[src/rtl/spi_slave_responder.sv]
// SPI slave (responder): oversampled pins, full-duplex MSB-first words, valid/ready TX and RX sides.
// Optional RX FIFO storage is enabled by defining SPI_SLAVE_RX_FIFO_EN.
module spi_slave_responder #(
   parameter int                DATA_W        = 8,
   parameter logic [DATA_W-1:0] TX_IDLE       = 8'hFF,
   parameter int                RX_FIFO_DEPTH = 4
) (
   input  logic              clk,
   input  logic              rst,
   input  logic              cpol,
   input  logic              cpha,
   input  logic              sclk,
   input  logic              ss_n,
   input  logic              mosi_somi,
   output logic              miso_simo,
   output logic              miso_oe,
   input  logic [DATA_W-1:0] tx_data,
   input  logic              tx_valid,
   output logic              tx_ready,
   output logic [DATA_W-1:0] rx_data,
   output logic              rx_valid,
   input  logic              rx_ready,
   output logic              busy,
   output logic              tx_underrun,
   output logic              rx_overrun
);

   localparam int            CW       = $clog2(DATA_W);
   localparam logic [CW-1:0] LAST_BIT = CW'(DATA_W - 1);

   if ((RX_FIFO_DEPTH < 2) || ((RX_FIFO_DEPTH & (RX_FIFO_DEPTH - 1)) != 0)) begin : g_bad_depth
      $error("RX_FIFO_DEPTH must be a power of two, at least 2");
   end

   logic sclk_meta_r, sclk_sync_r, sclk_prev_r;
   logic ss_meta_r, ss_sync_r, ss_prev_r;
   logic mosi_meta_r, mosi_sync_r;

   logic              cpol_r, cpha_r, busy_r, oe_r, miso_r;
   logic              first_r, word_done_r, underrun_r, overrun_r, tx_ready_r;
   logic [CW-1:0]     bit_cnt_r;
   logic [DATA_W-1:0] tx_shift_r, tx_buf_r;
   logic [DATA_W-2:0] rx_shift_r;
   logic [DATA_W-1:0] rx_data_s;
   logic              rx_valid_s;

   logic              sclk_rise_s, sclk_fall_s, lead_s, trail_s;
   logic              frame_start_s, frame_end_s, active_s;
   logic              sample_s, shift_s, complete_s, load_s, pop_s;
   logic [DATA_W-1:0] rx_word_s, next_word_s;

   // Two-flop synchronizers; ss_n resets low so a select held low across reset is not a new frame.
   always_ff @(posedge clk or posedge rst) begin
      if (rst) begin
         sclk_meta_r <= 1'b0;
         sclk_sync_r <= 1'b0;
         sclk_prev_r <= 1'b0;
         ss_meta_r   <= 1'b0;
         ss_sync_r   <= 1'b0;
         ss_prev_r   <= 1'b0;
         mosi_meta_r <= 1'b0;
         mosi_sync_r <= 1'b0;
      end else begin
         sclk_meta_r <= sclk;
         sclk_sync_r <= sclk_meta_r;
         sclk_prev_r <= sclk_sync_r;
         ss_meta_r   <= ss_n;
         ss_sync_r   <= ss_meta_r;
         ss_prev_r   <= ss_sync_r;
         mosi_meta_r <= mosi_somi;
         mosi_sync_r <= mosi_meta_r;
      end
   end

   assign sclk_rise_s   = sclk_sync_r & ~sclk_prev_r;
   assign sclk_fall_s   = ~sclk_sync_r & sclk_prev_r;
   assign lead_s        = cpol_r ? sclk_fall_s : sclk_rise_s;
   assign trail_s       = cpol_r ? sclk_rise_s : sclk_fall_s;
   assign frame_start_s = ~busy_r & ss_prev_r & ~ss_sync_r;
   assign frame_end_s   = busy_r & ss_sync_r;
   assign active_s      = busy_r & ~frame_end_s;
   assign sample_s      = active_s & (cpha_r ? trail_s : lead_s);
   assign shift_s       = active_s & (cpha_r ? lead_s : trail_s);
   assign complete_s    = sample_s & (bit_cnt_r == LAST_BIT);
   assign rx_word_s     = {rx_shift_r, mosi_sync_r};
   assign next_word_s   = tx_ready_r ? TX_IDLE : tx_buf_r;
   assign load_s        = frame_start_s | (shift_s & word_done_r);

   // Frame control, bit counting, TX buffer and both shift registers.
   always_ff @(posedge clk or posedge rst) begin
      if (rst) begin
         cpol_r      <= 1'b0;
         cpha_r      <= 1'b0;
         busy_r      <= 1'b0;
         oe_r        <= 1'b0;
         miso_r      <= 1'b0;
         first_r     <= 1'b0;
         word_done_r <= 1'b0;
         underrun_r  <= 1'b0;
         tx_ready_r  <= 1'b1;
         bit_cnt_r   <= {CW{1'b0}};
         tx_shift_r  <= {DATA_W{1'b0}};
         tx_buf_r    <= {DATA_W{1'b0}};
         rx_shift_r  <= {(DATA_W-1){1'b0}};
      end else begin
         underrun_r <= 1'b0;
         if (tx_valid && tx_ready_r) begin
            tx_buf_r   <= tx_data;
            tx_ready_r <= 1'b0;
         end
         if (frame_start_s) begin
            cpol_r      <= cpol;
            cpha_r      <= cpha;
            busy_r      <= 1'b1;
            oe_r        <= 1'b1;
            bit_cnt_r   <= {CW{1'b0}};
            rx_shift_r  <= {(DATA_W-1){1'b0}};
            word_done_r <= 1'b0;
            first_r     <= cpha;
            tx_shift_r  <= next_word_s;
            // With CPHA=1 the MSB waits for the first leading edge.
            miso_r      <= cpha ? 1'b0 : next_word_s[DATA_W-1];
         end else if (frame_end_s) begin
            busy_r      <= 1'b0;
            oe_r        <= 1'b0;
            miso_r      <= 1'b0;
            bit_cnt_r   <= {CW{1'b0}};
            rx_shift_r  <= {(DATA_W-1){1'b0}};
            word_done_r <= 1'b0;
            first_r     <= 1'b0;
         end else begin
            if (sample_s) begin
               rx_shift_r <= rx_word_s[DATA_W-2:0];
               if (bit_cnt_r == LAST_BIT) begin
                  bit_cnt_r   <= {CW{1'b0}};
                  word_done_r <= 1'b1;
               end else begin
                  bit_cnt_r <= bit_cnt_r + CW'(1);
               end
            end
            if (shift_s) begin
               if (word_done_r) begin
                  tx_shift_r  <= next_word_s;
                  miso_r      <= next_word_s[DATA_W-1];
                  word_done_r <= 1'b0;
               end else if (first_r) begin
                  miso_r  <= tx_shift_r[DATA_W-1];
                  first_r <= 1'b0;
               end else begin
                  tx_shift_r <= {tx_shift_r[DATA_W-2:0], 1'b0};
                  miso_r     <= tx_shift_r[DATA_W-2];
               end
            end
         end
         if (load_s) begin
            if (!tx_ready_r) begin
               tx_ready_r <= 1'b1;
            end else begin
               underrun_r <= 1'b1;
            end
         end
      end
   end

`ifdef SPI_SLAVE_RX_FIFO_EN
   localparam int PW = $clog2(RX_FIFO_DEPTH);

   logic [DATA_W-1:0] fifo_mem_r [RX_FIFO_DEPTH];
   logic [PW-1:0]     wr_ptr_r, rd_ptr_r;
   logic [PW:0]       count_r;
   logic              full_s, push_s;

   assign rx_valid_s = (count_r != (PW+1)'(0));
   assign rx_data_s  = fifo_mem_r[rd_ptr_r];
   assign full_s     = (count_r == (PW+1)'(RX_FIFO_DEPTH));
   assign pop_s      = rx_valid_s & rx_ready;
   assign push_s     = complete_s & (~full_s | pop_s);

   // First-word-fall-through RX FIFO; a pop in the completion cycle frees room for the new word.
   always_ff @(posedge clk or posedge rst) begin
      if (rst) begin
         for (int i = 0; i < RX_FIFO_DEPTH; i++) begin
            fifo_mem_r[i] <= {DATA_W{1'b0}};
         end
         wr_ptr_r  <= {PW{1'b0}};
         rd_ptr_r  <= {PW{1'b0}};
         count_r   <= {(PW+1){1'b0}};
         overrun_r <= 1'b0;
      end else begin
         overrun_r <= complete_s & full_s & ~pop_s;
         if (push_s) begin
            fifo_mem_r[wr_ptr_r] <= rx_word_s;
            wr_ptr_r             <= wr_ptr_r + PW'(1);
         end
         if (pop_s) begin
            rd_ptr_r <= rd_ptr_r + PW'(1);
         end
         case ({push_s, pop_s})
            2'b10:   count_r <= count_r + (PW+1)'(1);
            2'b01:   count_r <= count_r - (PW+1)'(1);
            default: count_r <= count_r;
         endcase
      end
   end
`else
   logic [DATA_W-1:0] rx_hold_r;
   logic              rx_hold_valid_r;

   assign rx_valid_s = rx_hold_valid_r;
   assign rx_data_s  = rx_hold_r;
   assign pop_s      = rx_hold_valid_r & rx_ready;

   // Single RX holding register; a word completing onto an unread one is dropped.
   always_ff @(posedge clk or posedge rst) begin
      if (rst) begin
         rx_hold_r       <= {DATA_W{1'b0}};
         rx_hold_valid_r <= 1'b0;
         overrun_r       <= 1'b0;
      end else begin
         overrun_r <= 1'b0;
         if (complete_s) begin
            if (rx_hold_valid_r && !rx_ready) begin
               overrun_r <= 1'b1;
            end else begin
               rx_hold_r       <= rx_word_s;
               rx_hold_valid_r <= 1'b1;
            end
         end else if (pop_s) begin
            rx_hold_valid_r <= 1'b0;
         end
      end
   end
`endif

   assign miso_simo   = miso_r;
   assign miso_oe     = oe_r;
   assign tx_ready    = tx_ready_r;
   assign rx_data     = rx_data_s;
   assign rx_valid    = rx_valid_s;
   assign busy        = busy_r;
   assign tx_underrun = underrun_r;
   assign rx_overrun  = overrun_r;

endmodule

[config.mk]
export PLATFORM = sky130hd
export DESIGN_NAME = spi_slave_responder
export DESIGN_NICKNAME = d
export VERILOG_FILES = /design/src/rtl/spi_slave_responder.sv
export SDC_FILE = /design/constraint.sdc
export NUM_CORES = 1
export LEC_CHECK = 0
export ABC_CLOCK_PERIOD_IN_PS = 2400
export BUFFER_PORTS_ARGS = -buffer_cell sky130_fd_sc_hd__buf_4
export CORE_UTILIZATION = 55
export DETAILED_ROUTE_END_ITERATION = 16
export GPL_TIMING_DRIVEN = 0
export PLACE_DENSITY = 0.77
export SETUP_SLACK_MARGIN = 0.02
export SYNTH_ARGS = -nofsm -noshare
export SYNTH_HDL_FRONTEND = slang
export SYNTH_SLANG_ARGS = --single-unit
[constraint.sdc]
create_clock -name clk -period 2.4 [get_ports clk]
set_clock_uncertainty 0.2 [all_clocks]
set_input_delay 0.48 -clock clk [delete_from_list [all_inputs] [get_ports clk]]
set_output_delay 0.48 -clock clk [all_outputs]
set_load 0.02 [all_outputs]
Yosys cells after proc, flatten, opt, wreduce, memory -nomap -nowiden. Cells that the tools add are included.

$mul: 0. Shift-type cells: 0. Magnitude comparators: 0. Muxes and demuxes: 45. Reduce and logical (&&, ||, !) cells: 12. Equality and inequality tests: 5. Divide/modulo/power cells: 0. Bitwise logic cells: 18. Add/subtract/negate cells: 1.

Operators by type and width (count): two-way mux 8 bit (6); two-way mux 1 bit (32); two-way mux 7 bit (3); two-way mux 3 bit (4); AND 1 bit (11); != test 3 x 1 -> 1 bit, second input constant (2); inverter 1 bit (6); AND reduction 2 bit (3); nonzero test 2 bit (3); nonzero test 3 bit (2); != test 2 bit, second input constant (2); adder 3 x 1 -> 3 bit, second input constant (1); equality test 3 bit, second input constant (1); AND reduction 3 bit (1); logical AND 1 bit (2); zero test 1 bit (1); OR 1 bit (1).

Register bits: 52. RAM bits: 0. Memories: 0. Logic and storage cells: 104. Latch bits: 0. Bits in read-only memories: 0.

Logic depth before layout (Yosys ltp). Gate-level depths: netlist of run 1.

Depth after elaboration: 10. Gate-level depth with buffers: 5. Gate-level depth less buffers: 5.

Worst setup path before layout of run 1. No wires, ideal clock.

Path kind: register to register. Start: register miso_oe (netlist name). End: register rx_hold_r[0], in the netlist rx_data[0]. Period minus slack after synthesis: 1865 ps. Required time: 2073 ps. Cell stages (with the launch flop): 6. Arrival: 1538 ps. Path slack: 535 ps. Path buffers: 1. Cell sequence: dfrtp_1 -> nand4bb_1 -> mux2i_1 -> and3_1 -> buf_4 -> mux2_1.

RTL lines: to (signal assigned) (line 216) `rx_hold_r <= {DATA_W{1'b0}};`; to (signal assigned) (line 225) `rx_hold_r <= rx_word_s;`; to (decl) (line 206) `logic [DATA_W-1:0] rx_hold_r;`.

Worst setup path in the final report of run 1.
Start: register ss_sync_r. End: register rx_hold_r[1], in the netlist rx_data[1].

Longest elaborated chain between the ends: 6.

RTL lines: from (decl) (line 36) `logic ss_meta_r, ss_sync_r, ss_prev_r;`; from (signal assigned) (line 68) `ss_sync_r <= ss_meta_r;`; AND 1 bit (line 80) `assign frame_end_s = busy_r & ss_sync_r;`; inverter 1 bit (line 81) `assign active_s = busy_r & ~frame_end_s;`; AND 1 bit (line 81); AND 1 bit (line 82) `assign sample_s = active_s & (cpha_r ? trail_s : lead_s);`; AND 1 bit (line 84) `assign complete_s = sample_s & (bit_cnt_r == LAST_BIT);`; AND reduction 2 bit (no source line).

No other way between the ends. A chain may end at the register's enable or synchronous reset.

==> results of run 1 <==
per-layer routing:
layer	wire (um)	share of wire (%)
met3	169	4.4
met5	0	0
met1	1740	45
met2	1850	48
met4	70	1.8
flip-flops by register name, indices dropped and copies added, names as in the netlist:
signal / count
tx_buf_r: 8
cpha_r: 1
miso_oe: 1
sclk_sync_r: 1
miso_simo: 1
ss_sync_r: 1
bit_cnt_r: 3
tx_underrun: 1
rx_shift_r: 7
tx_ready: 1
cpol_r: 1
tx_shift_r: 8
ss_prev_r: 1
sclk_prev_r: 1
sclk_meta_r: 1
rx_overrun: 1
ss_meta_r: 1
rx_data: 8
rx_valid: 1
word_done_r: 1
first_r: 1
mosi_meta_r: 1
mosi_sync_r: 1
synthesized netlist by cell type, drive strengths merged, types with 2 or more instances:
library cell	instances
o21ai	11
inv	2
nand4bb	2
dfrtp	51
o22ai	2
nand2	41
clkbuf	3
a21oi	3
buf	5
ha	2
o32ai	6
mux2	17
mux2i	4
nor2	14
nor3	6
cells in the final DEF, fill, tap and decap left out, types with 4 or more instances in the layout:
| cell type | instances |
|---|---|
| mux2_1 | 8 |
| buf_4 | 33 |
| clkbuf_8 | 6 |
| o32ai_1 | 6 |
| dfrtp_1 | 51 |
| nand2_1 | 41 |
| clkbuf_1 | 4 |
| o21ai_0 | 11 |
| mux2_2 | 9 |
| nor3_1 | 6 |
| nor2_1 | 14 |
cell type report:
type	instances	area share, %
Buffer	8	1.63
Sequential cell	52	51.4
Timing Repair Buffer	33	10.4
Clock inverter	1	0.296
Inverter	2	0.296
Tap cell	48	2.37
Clock buffer	7	3.41
Multi-Input combinational cell	120	30.2
through the flow:
stage / worst slack, ns / cells / setup TNS (ns) / utilization (%)
2_1_floorplan: 0.464 / 182 / 0 / -
5_1_grt: 0.300 / 271 / 0 / 68.7
3_3_place_gp: -0.0418 / 261 / -2.06 / 65.3
6_report: 0.387 / 271 / 0 / 68.7
3_5_place_dp: 0.394 / 262 / 0 / 65.8
4_1_cts: 0.372 / 271 / 0 / 68.7
where the power goes:
part | leakage [nW] | switching, mW | total [mW] | internal, mW
clock | 0.0445 | 0.277 | 0.512 | 0.235
combinational | 0.503 | 0.137 | 0.283 | 0.145
sequential | 0.668 | 0.0742 | 1.06 | 0.987
timing repair:
item	in CTS	in global routing
hold buffers	1	0
setup buffers	0	0
hold endpoints to repair	11	0
cell families after synthesis:
logic type,Yosys count,share of synthesized area (%)
buffers and inverters,10,2.31
AO/OA/AOI/OAI,27,8.63
XOR/XNOR,1,0.769
flip-flops,52,61.6
AND/OR/NAND/NOR,69,14.4
multiplexers,21,11.1
adder cells (fa/ha/maj),2,1.18
worst max path at each step:
stage	end	cells past startpoint
finish	rx_data[1]	5
global route	rx_data[6]	5
CTS	rx_data[6]	5
detailed placement	rx_data[0]	5
global placement	mosi_meta_r	2
floorplan	bit_cnt_r[0]	1
==> results.json, run 1 <==
{
  "insertion_delay_ns": 0.31,
  "diodes": 0,
  "avgSynthCellArea_sq_um": 11.6,
  "finalPower_mw": 1.86,
  "antenna_found_initial": 0,
  "synth_edf_count": 0,
  "yosysTopAreaCell": "dfrtp_1",
  "hold_path.class": "input pin to flop",
  "overflow": 0,
  "critPathTopFamily": "multiplexers",
  "die_y_um": 64.0,
  "yosys_warnings": 0,
  "grt_pass1_vias": 1463,
  "drt-total-wl_um": 3830,
  "drive_gt1_share_pct": 26.5,
  "hold_depth": 1,
  "max_cap_viol_count": 0,
  "timing.final.max_slew_violations": 0,
  "use_met3_pct": 4.29,
  "drc": 0,
  "rsz0062_at_grt": "false",
  "hold_slack_ns": 0.0719,
  "synth-seq-area-share_pct": 61.6,
  "drtPass1Iterations": 4,
  "hold_violations": 0,
  "grt_first_pass_wirelength_um": 6430,
  "syn_area_sq_um": 2120,
  "synthArstFlopShare_pct": 100,
  "nets": 241,
  "dpl_cell_area_sq_um": 2430,
  "fp.dieArea_sq_um": 4100,
  "p_per_area_nw_per_um2": 733,
  "ios": 32,
  "start_util_pct": 57.4,
  "cts_tree": "done",
  "synth_nets": 201,
  "final.min_clock_period_ns": 2.01,
  "hold-path-endpoint": "mosi_meta_r",
  "critPathLaunch": "ss_sync_r",
  "holdCritStartpoint": "mosi_somi",
  "ctsResizeCount": 0,
  "p_leak_nw": 1.22,
  "viasPerCell": 5.54,
  "worst_pin_slew_ns": 0.539,
  "slew_headroom_pct": 63.9,
  "crit_fanout": 8,
  "crit_path_cell_trace": "nand4bb_1, mux2i_1, and3_1, buf_4, mux2_1",
  "reg2reg_slack_ns": 0.39,
  "fin_crit_sh_pct": 83.9,
  "crit_slowest_cell": "dfrtp_1",
  "ys_top_cells_by_area": "dfrtp_1 (60%), nand2_1 (7.3%), mux2_2 (4.8%)",
  "slowest_delay_ns": 0.47,
  "drtIter0Drc": 74,
  "status": "complete, no violations",
  "rows": 22,
  "gp_congestion": 0.796,
  "cts_made_buffers": 5,
  "synth.top_cell.area_share_pct": 60.3,
  "path_buf_inv": 1,
  "setup_violations": 0,
  "vias": 1502,
  "wire_per_inst_um": 14.1,
  "antenna_left": 0,
  "top_usage_layer": "met2",
  "clk_path_buf_depth": 2,
  "core-area_sq_um": 3690,
  "grt_max_degree": 42,
  "reg2reg_depth": 5,
  "cts-root-buf": "clkbuf_8",
  "endpoint_kind": "flop",
  "fmax_mhz": 497,
  "cp-start-kind": "flop",
  "arrival_ns": 2.01,
  "synthFlopType": "dfrtp_1",
  "grtUsageTotal_pct": 21.0,
  "synth_seq_cells": 52,
  "syn_to_final_growth_pct": 19.7,
  "ir_drop_mv": 0.463,
  "design_area_sq_um": 2530,
  "use_met1_pct": 27.0,
  "r2r-end": "rx_data[1]",
  "dp_hpwl_um": 2610,
  "globalRouteMet2Util_pct": 33.6,
  "synth_cell_types": 32,
  "clk_pin_slew_worst_paths_ns": 0.09,
  "htree_levels": 2,
  "die_w_um": 64.0,
  "cts.sinks": 52,
  "portBuffers": 31,
  "fillCellCount": 303,
  "critPathRequiredTime_ns": 2.40,
  "seq_area_sq_um": 1300,
  "path_class": "flop to flop",
  "synth_cells": 182,
  "multi_input_area_sq_um": 764,
  "r2r_start": "ss_sync_r"
}
Note: power is estimated with default switching activity, not from simulation.
==> run 2: changes to the inputs <==
--- a/config.mk
+++ b/config.mk
@@ -5,12 +5,13 @@
 export SDC_FILE = /design/constraint.sdc
 export NUM_CORES = 1
 export LEC_CHECK = 0
-export ABC_CLOCK_PERIOD_IN_PS = 2400
+export ABC_AREA = 1
+export ABC_CLOCK_PERIOD_IN_PS = 1700
 export BUFFER_PORTS_ARGS = -buffer_cell sky130_fd_sc_hd__buf_4
-export CORE_UTILIZATION = 55
+export CORE_UTILIZATION = 51
 export DETAILED_ROUTE_END_ITERATION = 16
 export GPL_TIMING_DRIVEN = 0
-export PLACE_DENSITY = 0.77
+export PLACE_DENSITY = 0.75
 export SETUP_SLACK_MARGIN = 0.02
 export SYNTH_ARGS = -nofsm -noshare
 export SYNTH_HDL_FRONTEND = slang
==> constraint.sdc (replaced) <==
create_clock -name clk -period 1.7 [get_ports clk]
set_clock_uncertainty 0.2 [all_clocks]
set_input_delay 0.34 -clock clk [delete_from_list [all_inputs] [get_ports clk]]
set_output_delay 0.34 -clock clk [all_outputs]
set_load 0.02 [all_outputs]
==> run 2 against run 1 <==
  * Combinational power up 120%
  * Die area up 18%
  * Total power up 64%
  * Register-to-register slack worse by 0.28 ns
  * Setup slack worse by 0.28 ns
  * Via count up 18%
  * Non-clock buffer count up 6
  * Core utilization down 3.9 points
  * Wire length up 13%
  * Sequential power up 48%
  * Worst hold slack worse by 0.027 ns
  * Clock-buffer cell count down 2
  * Largest cell class unchanged
  * Highest routed layer unchanged
==> results.json, run 2 <==
{
  "status": "complete, no violations",
  "seq_area_sq_um": 1310,
  "overflow": 0,
  "cts_made_buffers": 5,
  "yosysTopAreaCell": "dfrtp_1",
  "drtPass1Iterations": 4,
  "p_per_area_nw_per_um2": 1080,
  "setup_violations": 0,
  "max_cap_viol_count": 0,
  "slowest_delay_ns": 0.48,
  "synthFlopType": "dfrtp_1",
  "yosys_warnings": 0,
  "p_leak_nw": 1.43,
  "fillCellCount": 373,
  "diodes": 0,
  "crit_fanout": 10,
  "place_inst": 321,
  "antenna_left": 0,
  "fin_crit_sh_pct": 93.8,
  "setup_slack_ns": 0.105,
  "path_buf_inv": 3,
  "syn_area_sq_um": 2320,
  "ios": 32,
  "endpoint_kind": "flop",
  "synthArstFlopShare_pct": 100,
  "synth_edf_count": 0,
  "final_common_cell": "nand2_1",
  "hold_slack_ns": 0.0449,
  "critPathTopFamily": "flip-flops",
  "die_y_um": 69.5,
  "rows": 24,
  "synth_cells": 238,
  "ir_drop_mv": 0.620,
  "hold_violations": 0,
  "grt_first_pass_wirelength_um": 7420,
  "cp-start-kind": "flop",
  "final_cell_mix": "nand2_1 (53), dfrtp_1 (49), nand3_1 (37), buf_4 (35), inv_1 (17)",
  "drc": 0,
  "insertion_delay_ns": 0.31,
  "gp_congestion": 0.813,
  "syn_to_final_growth_pct": 21.6,
  "synth_seq_cells": 52,
  "arrival_ns": 1.64,
  "vias": 1768,
  "core-area_sq_um": 4350,
  "clk_path_buf_depth": 2,
  "critPathRequiredTime_ns": 1.74,
  "yosysMostFrequentCell": "nand2_1",
  "hold_path.class": "input pin to flop",
  "multi_input_area_sq_um": 895,
  "clk_pin_slew_worst_paths_ns": 0.10,
  "synth.top_cell.area_share_pct": 55.0,
  "timing.final.max_slew_violations": 0,
  "worst_pin_slew_ns": 1.10,
  "die_w_um": 69.5,
  "cts_tree": "done",
  "htree_levels": 2,
  "rsz0062_at_grt": "true",
  "wire_per_inst_um": 12.9,
  "viasPerCell": 5.28,
  "cts.sinks": 52,
  "dp_hpwl_um": 2950,
  "final.min_clock_period_ns": 1.59,
  "hold_depth": 3,
  "drt-total-wl_um": 4310,
  "ys_top_cells_by_area": "dfrtp_1 (55%), nand2_1 (8.7%), nand3_1 (8.4%)",
  "dpl_cell_area_sq_um": 2620,
  "grt_max_degree": 53,
  "crit_slowest_cell": "dfrtp_2",
  "crit_path_cell_trace": "inv_2, nand3_2, buf_6, nand2_2, buf_6, o21ai_2, nand2_1, nand3_1, nand2_1",
  "drive_gt1_share_pct": 31.4,
  "fp.dieArea_sq_um": 4820,
  "cts-root-buf": "clkbuf_8",
  "synth-seq-area-share_pct": 56.1,
  "synth_nets": 257,
  "slew_headroom_pct": 26.7,
  "path_class": "flop to flop",
  "pre_cts_slack_ns": -0.0121,
  "avgSynthCellArea_sq_um": 9.75,
  "grtUsageTotal_pct": 19.3,
  "start_util_pct": 53.3,
  "stdcell_count": 335,
  "fmax_mhz": 627,
  "fin_util_pct": 64.8,
  "grt_pass1_vias": 1784,
  "netlist_top_cells_count": "nand2_1 (54), dfrtp_1 (51), nand3_1 (39)",
  "reg2reg_depth": 9,
  "crit_cells": 9,
  "antenna_found_initial": 0,
  "portBuffers": 31,
  "drtIter0Drc": 108,
  "design_area_sq_um": 2820,
  "synth_cell_types": 31,
  "nets": 301
}
-- run 2: path summary, 6_finish.rpt --
check | from | end | slack, ns
max | ss_sync_r | tx_shift_r[3] | 0.11
min | cpol | cpol_r | 0.04
max reg2reg | ss_sync_r | tx_shift_r[3] | 0.11
min reg2reg | sclk_meta_r | sclk_sync_r | 0.16
max in group asynchronous | rst | ss_sync_r | 0.57
min in group asynchronous | rst | bit_cnt_r[2] | 0.08
-- run 2: area by class of cell --
class,count,area share (%)
clock inverters,3,1.64
repair buffers,37,10.1
flip-flops and latches,52,46.3
plain buffers,10,2.62
well taps,52,2.31
inverters,21,2.93
multi-input cells,155,31.7
clock buffers,5,2.44
-- run 2: report_power, final --
group	total (mW)	internal [mW]	switching, mW
Clock	0.863	0.444	0.420
Combinational	0.610	0.276	0.334
Sequential	1.57	1.44	0.128
Total	3.04	2.16	0.882
-- run 2: cell families (layout without fill, tap and decap cells) --
kind of cell,count (synthesis),in the layout,synth area share (%)
AND/OR/NAND/NOR,125,125,26.4
AO/OA/AOI/OAI,21,21,6.52
buffers and inverters,31,76,6.52
adder cells (fa/ha/maj),2,2,1.08
multiplexers,7,7,3.40
flip-flops,52,52,56.1
-- run 2: metrics by stage --
step                      power [mW]  TNS, ns
after floorplan                 2.01        0
after global placement          2.15  -0.0410
after detailed placement        2.17  -0.0620
after CTS                       3.04        0
after global routing            3.21        0
final                           3.04        0
-- run 2: metal layers --
| layer | wire, um | share of wire (%) | vias to the layer above | track usage [%] |
|---|---|---|---|---|
| met1 | 1840 | 43 | 849 | 23.7 |
| met4 | 54 | 1.3 | 0 | 6.12 |
| met2 | 2260 | 52 | 30 | 33.7 |
| met3 | 147 | 3.4 | 7 | 4.36 |
| li1 | - | - | 882 | - |
| met5 | 0 | 0 | - | 0 |
-- run 2: what timing repair did --
action / CTS / global route
pin swaps: 1 / 2
endpoints found under the setup margin: 15 / 33
hold buffers: 3 / 0
buffers inserted: 0 / 3
resized for setup: 2 / 7
hold endpoints to repair: 3 / 0
-- run 2: tightest hold or removal path: cells and delay by family --
family / cells / cell delay (ns)
AOI/OAI and AO/OA: 1 / 0.06
buffers and inverters: 1 / 0.07
and+or+nand+nor: 1 / 0.04
